===== src/rtl/core_controller_pkg.sv =====
// Shared types and constants for the core controller and its datapath neighbours.
package core_controller_pkg;

    typedef logic [31:0] data_t;
    typedef logic [31:0] addr_t;

    typedef logic [1:0] sel_pc_t;
    localparam sel_pc_t PC_SEL_PLUS4   = 2'd0;
    localparam sel_pc_t PC_SEL_BRANCH  = 2'd1;
    localparam sel_pc_t PC_SEL_JAL     = 2'd2;
    localparam sel_pc_t PC_SEL_JALR    = 2'd3;
    localparam sel_pc_t PC_SEL_DEFAULT = PC_SEL_PLUS4;

    typedef logic [1:0] ctrl_state_t;
    localparam ctrl_state_t S_FETCH = 2'd0;
    localparam ctrl_state_t S_EXEC  = 2'd1;
    localparam ctrl_state_t S_MEM   = 2'd2;
    localparam ctrl_state_t S_HALT  = 2'd3;

    typedef enum logic [1:0] {
        ERR_NONE          = 2'd0,
        ERR_MEM_TIMEOUT   = 2'd1,
        ERR_MISALIGNED_PC = 2'd2
    } err_t;

    localparam data_t      EBREAK    = 32'h0010_0073;
    localparam logic [6:0] OPC_LOAD  = 7'b0000011;
    localparam logic [6:0] OPC_STORE = 7'b0100011;

    function automatic logic is_mem_op(input data_t instr);
        return (instr[6:0] == OPC_LOAD) || (instr[6:0] == OPC_STORE);
    endfunction

endpackage


===== src/rtl/core_controller_perf_counters.sv =====
// Free-running cycle and retired-instruction counters; both wrap silently.
module perf_counters #(
    parameter int CNT_W = 64
) (
    input  logic             clk,
    input  logic             rst_n,
    input  logic             cycle_en,
    input  logic             instret_en,
    output logic [CNT_W-1:0] cycle_cnt,
    output logic [CNT_W-1:0] instret_cnt
);

    always_ff @(posedge clk or negedge rst_n) begin
        if (!rst_n) begin
            cycle_cnt   <= '0;
            instret_cnt <= '0;
        end else begin
            if (cycle_en)
                cycle_cnt <= cycle_cnt + CNT_W'(1);
            if (instret_en)
                instret_cnt <= instret_cnt + CNT_W'(1);
        end
    end

endmodule


===== src/rtl/core_controller.sv =====
// Multi-cycle sequencer: gates fetch, decides commit, and supplies the PC the
// datapath loads every clock (holding pc_q whenever nothing commits).
module core_controller
    import core_controller_pkg::*;
#(
    parameter addr_t RESET_PC    = 32'h0,
    parameter int    MEM_TIMEOUT = 255,
    parameter int    CNT_W       = 64
) (
    input  logic             clk,
    input  logic             rst_n,
    input  logic             fetch_done,
    input  data_t            ir,
    input  sel_pc_t          pc_sel,
    input  logic             br_taken,
    input  addr_t            next_pc,
    input  logic             memory_done,
    input  logic             halt_req,
    input  logic             resume,
    output logic             c_fetch_stall,
    output sel_pc_t          c_pc_sel,
    output logic             c_br_taken,
    output addr_t            c_next_pc,
    output logic             halted,
    output err_t             err,
    output logic [CNT_W-1:0] cycle_cnt,
    output logic [CNT_W-1:0] instret_cnt
);

    localparam int TMO_W = $clog2(MEM_TIMEOUT + 1);

    ctrl_state_t      state, state_nx;
    addr_t            pc_q, pc_nx;
    err_t             err_q, err_nx;
    logic [TMO_W-1:0] tmo_q, tmo_nx;
    logic             commit, commit_ok;

    always_comb begin
        state_nx  = state;
        pc_nx     = pc_q;
        err_nx    = err_q;
        tmo_nx    = tmo_q;
        commit    = 1'b0;
        commit_ok = 1'b0;
        case (state)
            S_FETCH: begin
                if (fetch_done)
                    state_nx = S_EXEC;
            end
            S_EXEC: begin
                if (ir == EBREAK) begin
                    state_nx = S_HALT;
                end else if (is_mem_op(ir)) begin
                    state_nx = S_MEM;
                    tmo_nx   = '0;
                end else begin
                    commit = 1'b1;
                end
            end
            S_MEM: begin
                if (memory_done) begin
                    commit = 1'b1;
                end else begin
                    tmo_nx = tmo_q + 1'b1;
                    if (tmo_nx == TMO_W'(MEM_TIMEOUT)) begin
                        err_nx   = ERR_MEM_TIMEOUT;
                        state_nx = S_HALT;
                    end
                end
            end
            S_HALT: begin
                // A latched error can only be cleared by reset.
                if (resume && err_q == ERR_NONE)
                    state_nx = S_FETCH;
            end
            default: state_nx = S_FETCH;
        endcase

        commit_ok = commit && (next_pc[1:0] == 2'b00);
        if (commit) begin
            if (!commit_ok) begin
                err_nx   = ERR_MISALIGNED_PC;
                state_nx = S_HALT;
            end else begin
                // halt_req only takes effect on an instruction boundary.
                pc_nx    = next_pc;
                state_nx = halt_req ? S_HALT : S_FETCH;
            end
        end
    end

    always_ff @(posedge clk or negedge rst_n) begin
        if (!rst_n) begin
            state <= S_FETCH;
            pc_q  <= RESET_PC;
            err_q <= ERR_NONE;
            tmo_q <= '0;
        end else begin
            state <= state_nx;
            pc_q  <= pc_nx;
            err_q <= err_nx;
            tmo_q <= tmo_nx;
        end
    end

    // Stall is forced while reset is asserted because the reset state is S_FETCH.
    assign c_fetch_stall = !rst_n || (state != S_FETCH);
    assign c_next_pc     = commit_ok ? next_pc : pc_q;
    assign c_pc_sel      = (state == S_EXEC || state == S_MEM) ? pc_sel : PC_SEL_DEFAULT;
    assign c_br_taken    = (state == S_EXEC || state == S_MEM) ? br_taken : 1'b0;
    assign halted        = (state == S_HALT);
    assign err           = err_q;

    perf_counters #(
        .CNT_W (CNT_W)
    ) u_perf_counters (
        .clk         (clk),
        .rst_n       (rst_n),
        .cycle_en    (state != S_HALT),
        .instret_en  (commit_ok),
        .cycle_cnt   (cycle_cnt),
        .instret_cnt (instret_cnt)
    );

endmodule


===== config.mk =====
export PLATFORM = sky130hd
export DESIGN_NAME = core_controller
export DESIGN_NICKNAME = d
export VERILOG_FILES = /design/src/rtl/core_controller_pkg.sv /design/src/rtl/core_controller_perf_counters.sv /design/src/rtl/core_controller.sv
export SDC_FILE = /design/constraint.sdc
export NUM_CORES = 1
export LEC_CHECK = 0
export CAP_MARGIN = 15
export CORE_MARGIN = 3
export CORE_UTILIZATION = 38
export DETAILED_ROUTE_END_ITERATION = 8
export GPL_TIMING_DRIVEN = 0
export PLACE_DENSITY = 0.72
export SKIP_CTS_REPAIR_TIMING = 1
export SLEW_MARGIN = 40
export SYNTH_ARGS = -nofsm -noshare
export SYNTH_HDL_FRONTEND = slang
export SYNTH_HIERARCHICAL = 1
export SYNTH_SLANG_ARGS = --single-unit

===== constraint.sdc =====
create_clock -name clk -period 8.97 [get_ports clk]
set_clock_uncertainty 0.15 [all_clocks]
set_input_delay 1.794 -clock clk [delete_from_list [all_inputs] [get_ports clk]]
set_output_delay 1.794 -clock clk [all_outputs]
set_load 0.05 [all_outputs]

# [After elaboration in Yosys (flattened, before gate mapping)]
# Cells that the tools add are included.
[totals] regBits=172 in_bits=73 out_inout_bits=167 wordCells=64
[op_classes] add_sub_neg=3 eq_ne=16 n_mux=26 reduce_logical=13
[ops] cell="$add 64x1->64 const B" n=2
[ops] cell="$eq 32x21->1 const B" n=1
[ops] cell="$mux 32" n=1
[ops] cell="$mux 2" n=15
[ops] cell="$mux 8" n=3
[ops] cell="$pmux 8 s2" n=1
[ops] cell="$ne 3x3->1 const B" n=3
[ops] cell="$add 8x1->8 const B" n=1
[ops] cell="$eq 8x8->1 const B" n=1
[ops] cell="$ne 2x2->1 const B" n=4
[ops] cell="$pmux 2 s4" n=1
[ops] cell="$eq 7x2->1 const B" n=1
[ops] cell="$eq 7x6->1 const B" n=1
[ops] cell="$logic_not 2->1" n=3
[ops] cell="$reduce_and 5->1" n=1
[ops] cell="$eq 2x2->1 const B" n=2
[ops] cell="$mux 1" n=4
[ops] cell="$ne 4x4->1 const B" n=1
[ops] cell="$reduce_and 4->1" n=1
[ops] cell="$reduce_bool 2->1" n=2
[ops] cell="$logic_or 1x1->1" n=3
[ops] cell="$ne 3x1->1 const B" n=1
[ops] cell="$eq 2x1->1 const B" n=1
[ops] cell="$logic_and 1x1->1" n=2
[ops] cell="2 further kinds" n=2

# [Longest topological paths before layout]
[depth] ltp_word=8 depth_mapped=15 ltp_nobuf=12

# [Cells and area by module]
# Netlist, hierarchy kept.
[by_module_without_submodules] mod="perf_counters" n_inst=1 cells_per_inst=553 area_each_um2=5965.7 seq_area_each_um2=3203.1
[by_module_without_submodules] mod="core_controller" n_inst=1 cells_per_inst=223 area_each_um2=2561.2 seq_area_each_um2=1101.1

# [Worst setup path after synthesis]
# Ideal clock, no wire load.
[synth_path] path_kind="input-to-output" from="in ir[21]" to="out c_next_pc[10]" arrival_time_ps=3558 slack_ps=3468 path_stages=8 n_path_buf=2 cell_sequence="nor4b_1 > nand4b_1 > o21bai_1 > nand2_1 > nand3_1 > buf_2 > buf_2 > mux2_2"
[synth_between] elab_chain_cells=5
[synth_lines] element="start: declaration" line="core_controller.sv:13" rtl="input data_t ir,"
[synth_lines] element="$eq 32x21->1" line="core_controller.sv:51" rtl="if (ir == EBREAK) begin"
[synth_lines] element="$mux 1" line="core_controller.sv:51"
[synth_lines] element="$pmux 1 s2" line="core_controller.sv:45" rtl="case (state)"
[synth_lines] element="$logic_and 1x1->1" line="core_controller.sv:79" rtl="commit_ok = commit && (next_pc[1:0] == 2'b00);"
[synth_lines] element="$mux 32"
[synth_lines] element="end: declaration" line="core_controller.sv:23" rtl="output addr_t c_next_pc,"
# No other way between the ends.

# [Worst setup path after layout]
[layout_path] from="in ir[21]" to="out c_next_pc[20]"
# The elaborated chain is that of the path after synthesis.

==> out/qor.json <==
{
  "core_region_area_um2": 22000,
  "pin_count": 240,
  "internal_power_mw": 1.73,
  "synth.mux.area_fraction_pct": 8.44,
  "main_combinational_cell_family_by_area_after_synthesis": "simple AND/OR/NAND/NOR gates",
  "num_vias": 6901,
  "die_x_um": 156,
  "power.density_cell_area_nw_per_um2": 233,
  "groute.layer.met2.usage_pct": 28.3,
  "area_delta_synth_final_pct": 40.2,
  "clockRootBuffer": "clkbuf_16",
  "fmaxAchievable_mhz": 146,
  "grt_pass1_wl_um": 35400,
  "initial_utilization_pct": 38.8,
  "drcViolationCount": 0,
  "globalRouteTotalUtil_pct": 17.9,
  "floorplan.die_area_um2": 24300,
  "route.detailed.wl_per_inst_um": 16.2,
  "cts_made_buffers": 17,
  "cts.clk_slew.worst_paths_ns": 0.07,
  "finalHoldViolCount": 0,
  "synth.lib_cells_used.distinct": 58,
  "max_slew.worst_pin.slew_ns": 0.795,
  "yosysTopAreaCell": "dfrtp_1",
  "io_buffers": 239,
  "critical_path_required_ns": 7.03,
  "cellLeakagePower_nw": 5.16,
  "yosys_top_cell_area_share_pct": 50.5,
  "synth_nets": 857,
  "fillers": 1929,
  "die-height_um": 156,
  "grt_pass1_vias": 6933,
  "max-clock-path-buffers": 2,
  "timing.final.crit_share_pct": 76.5,
  "netlist_instances": 776,
  "postSynthAreaPerCell_um2": 11.0,
  "antenna_found_initial": 0,
  "maxSlewHeadroom_pct": 46.6,
  "drt_pass1_iterations": 5,
  "setup_viol": 0,
  "place.detailed.hpwl_um": 16100,
  "gpl.final_weighted_congestion": 0.798,
  "ys_warns": 6,
  "multi_input_area_um2": 4060,
  "ff_latch_area_um2": 4300,
  "timing.critical_path.fanout_max": 10,
  "insertion_delay_ns": 0.42,
  "most_used_standard_cells_in_the_synthesized_netlist": "172 x dfrtp_1, 67 x xnor2_1, 63 x nand2_1, 62 x mux2_2, 61 x xor2_1",
  "sequential_share_of_power_pct": 34.1,
  "ys_async_rst_share_pct": 100,
  "yosys.area_share.simple_pct": 22.2,
  "cp.arrival_ns": 4.92,
  "drt_iter0_drc": 401,
  "finalPower_mw": 2.78,
  "yosysMostFrequentCell": "dfrtp_1",
  "synth_top_cells_by_area": "dfrtp_1 50%, mux2_2 8.2%, xnor2_1 6.9%",
  "cp-end-kind": "output pin",
  "globalRouteMet3Util_pct": 5.71,
  "critPathLaunchType": "primary input",
  "postRouteWirelength_um": 21500,
  "gr-usage-met1_pct": 23.9,
  "hold_class": "flop to flop",
  "finalNetCount": 1117,
  "synth_seq_area_share_pct": 50.5,
  "route.detailed.vias_per_inst": 5.19,
  "route.antenna.remaining_nets": 0,
  "max_cap_viol_count": 0,
  "unrepaired_setup_endpoints_after_global_routing": "false",
  "global_route.overflow_total": 0,
  "synth_edf_count": 0,
  "worst-setup-path-type": "primary input to output pin",
  "total_switching_power_mw": 1.05,
  "synth-compound-area-share_pct": 2.64,
  "timing.final.crit_period_ns": 6.86,
  "clock_tree_from_tritoncts": "done",
  "power.combinational.fraction_pct": 38.5,
  "total_clock_sinks": 172,
  "drv_slew": 0,
  "drive_above_1_share_pct": 12.3,
  "hold-worst-slack_ns": 0.331,
  "netlist_area_um2": 8530,
  "layer_carrying_the_most_global_route_usage": "met2",
  "yosys.area_share.adder_pct": 1.17,
  "n_diodes": 0,
  "status": "finished, final reports clean",
  "max_vdd_drop_v": 0.000221,
  "clock_power_share_pct": 27.4,
  "synth_flop_cell": "dfrtp_1",
  "cts.htree.levels": 4,
  "placement_rows": 54,
  "pin_count_of_the_biggest_net_entering_global_routing": 75,
  "p_sw_share_pct": 37.8,
  "synth-xor-area-share_pct": 13.1,
  "synth.ff_latch_count": 172
}
-- sequential cells by signal, indices dropped and copies added (netlist names) --
signal,count
pc_q,32
tmo_q,8
u_perf_counters/cycle_cnt,64
err,2
state,2
u_perf_counters/instret_cnt,64
-- layout make-up --
type	count	share of cell area [%]
flip-flops and latches	172	36.0
multi-input cells	565	34.0
repair buffers	241	20.5
clock buffers	20	3.82
well taps	280	2.93
clock inverters	12	1.33
inverters	25	0.785
plain buffers	14	0.618
-- final timing paths --
kind	startpoint	to	slack, ns	cells after the start
max reg2reg	state[1]	u_perf_counters/instret_cnt[44]	4.98	15
min in group asynchronous	rst_n	u_perf_counters/cycle_cnt[44]	1.08	1
min	pc_q[0]	pc_q[0]	0.33	1
max in group asynchronous	rst_n	pc_q[30]	6.93	2
max	ir[21]	c_next_pc[20]	2.11	10
min reg2reg	pc_q[0]	pc_q[0]	0.33	1
-- cell families (layout without fill, tap and decap cells) --
| family | Yosys count | after routing |
|---|---|---|
| adders and majority gates | 8 | 8 |
| AOI/OAI and AO/OA | 28 | 28 |
| xor gates and xnor gates | 128 | 128 |
| DFF | 172 | 172 |
| buffers and inverters | 39 | 312 |
| and+or+nand+nor | 337 | 337 |
| muxes | 64 | 64 |
-- power groups by stage --
| stage | clock network (mW) | logic, mW | registers, mW |
|---|---|---|---|
| floorplan | 0 | 0.662 | 1.03 |
| global placement | 0 | 1.07 | 0.961 |
| detailed placement | 0 | 1.07 | 0.965 |
| CTS | 0.784 | 1.08 | 0.951 |
| global route | 0.819 | 1.14 | 0.965 |
| finish | 0.762 | 1.07 | 0.951 |
-- stage by stage --
| step | instances | worst slack [ns] | instance area, µm² | TNS [ns] | util, % |
|---|---|---|---|---|---|
| after floorplan | 776 | 3.47 | 8530 | 0 | - |
| after global placement | 1295 | -2.22 | 11300 | -239.15 | 51.3 |
| after detailed placement | 1297 | 2.08 | 11300 | 0 | 51.6 |
| after CTS | 1329 | 2.07 | 12000 | 0 | 54.4 |
| after global routing | 1329 | 1.82 | 12000 | 0 | 54.4 |
| final | 1329 | 2.11 | 12000 | 0 | 54.4 |
-- layout by cell type (no fill, tap or decap), types with 8 or more instances in the layout --
| master | n |
|---|---|
| xnor2_1 | 67 |
| nand3_1 | 51 |
| nor4_1 | 28 |
| and3_1 | 18 |
| nand4_1 | 43 |
| dfrtp_1 | 172 |
| buf_2 | 8 |
| inv_1 | 25 |
| clkdlybuf4s50_1 | 238 |
| xor2_1 | 61 |
| nor2_1 | 49 |
| mux2_2 | 62 |
| ha_1 | 8 |
| nand2_1 | 63 |
| nor3_1 | 23 |
| and4_1 | 8 |
| clkbuf_16 | 17 |
| and2_1 | 8 |
-- critical path, cell delays in order --
cell and delay, ns:
clkdlybuf4s50_1 0.40, nor4b_1 0.32, nand4b_1 0.18, o21bai_1 0.35, nand2_1 0.12, nand3_1 0.11, buf_2 0.23, buf_2 0.29
mux2_2 0.40, clkdlybuf4s50_1 0.71
-- layer usage --
| layer | wire length [µm] | up-vias | part of all wire, % |
|---|---|---|---|
| li1 | - | 3276 | - |
| met1 | 9620 | 3358 | 45 |
| met2 | 9880 | 243 | 46 |
| met3 | 1790 | 24 | 8.3 |
| met4 | 248 | 0 | 1.2 |
| met5 | 0 | - | 0 |
Power figures use the tool's default switching activity.
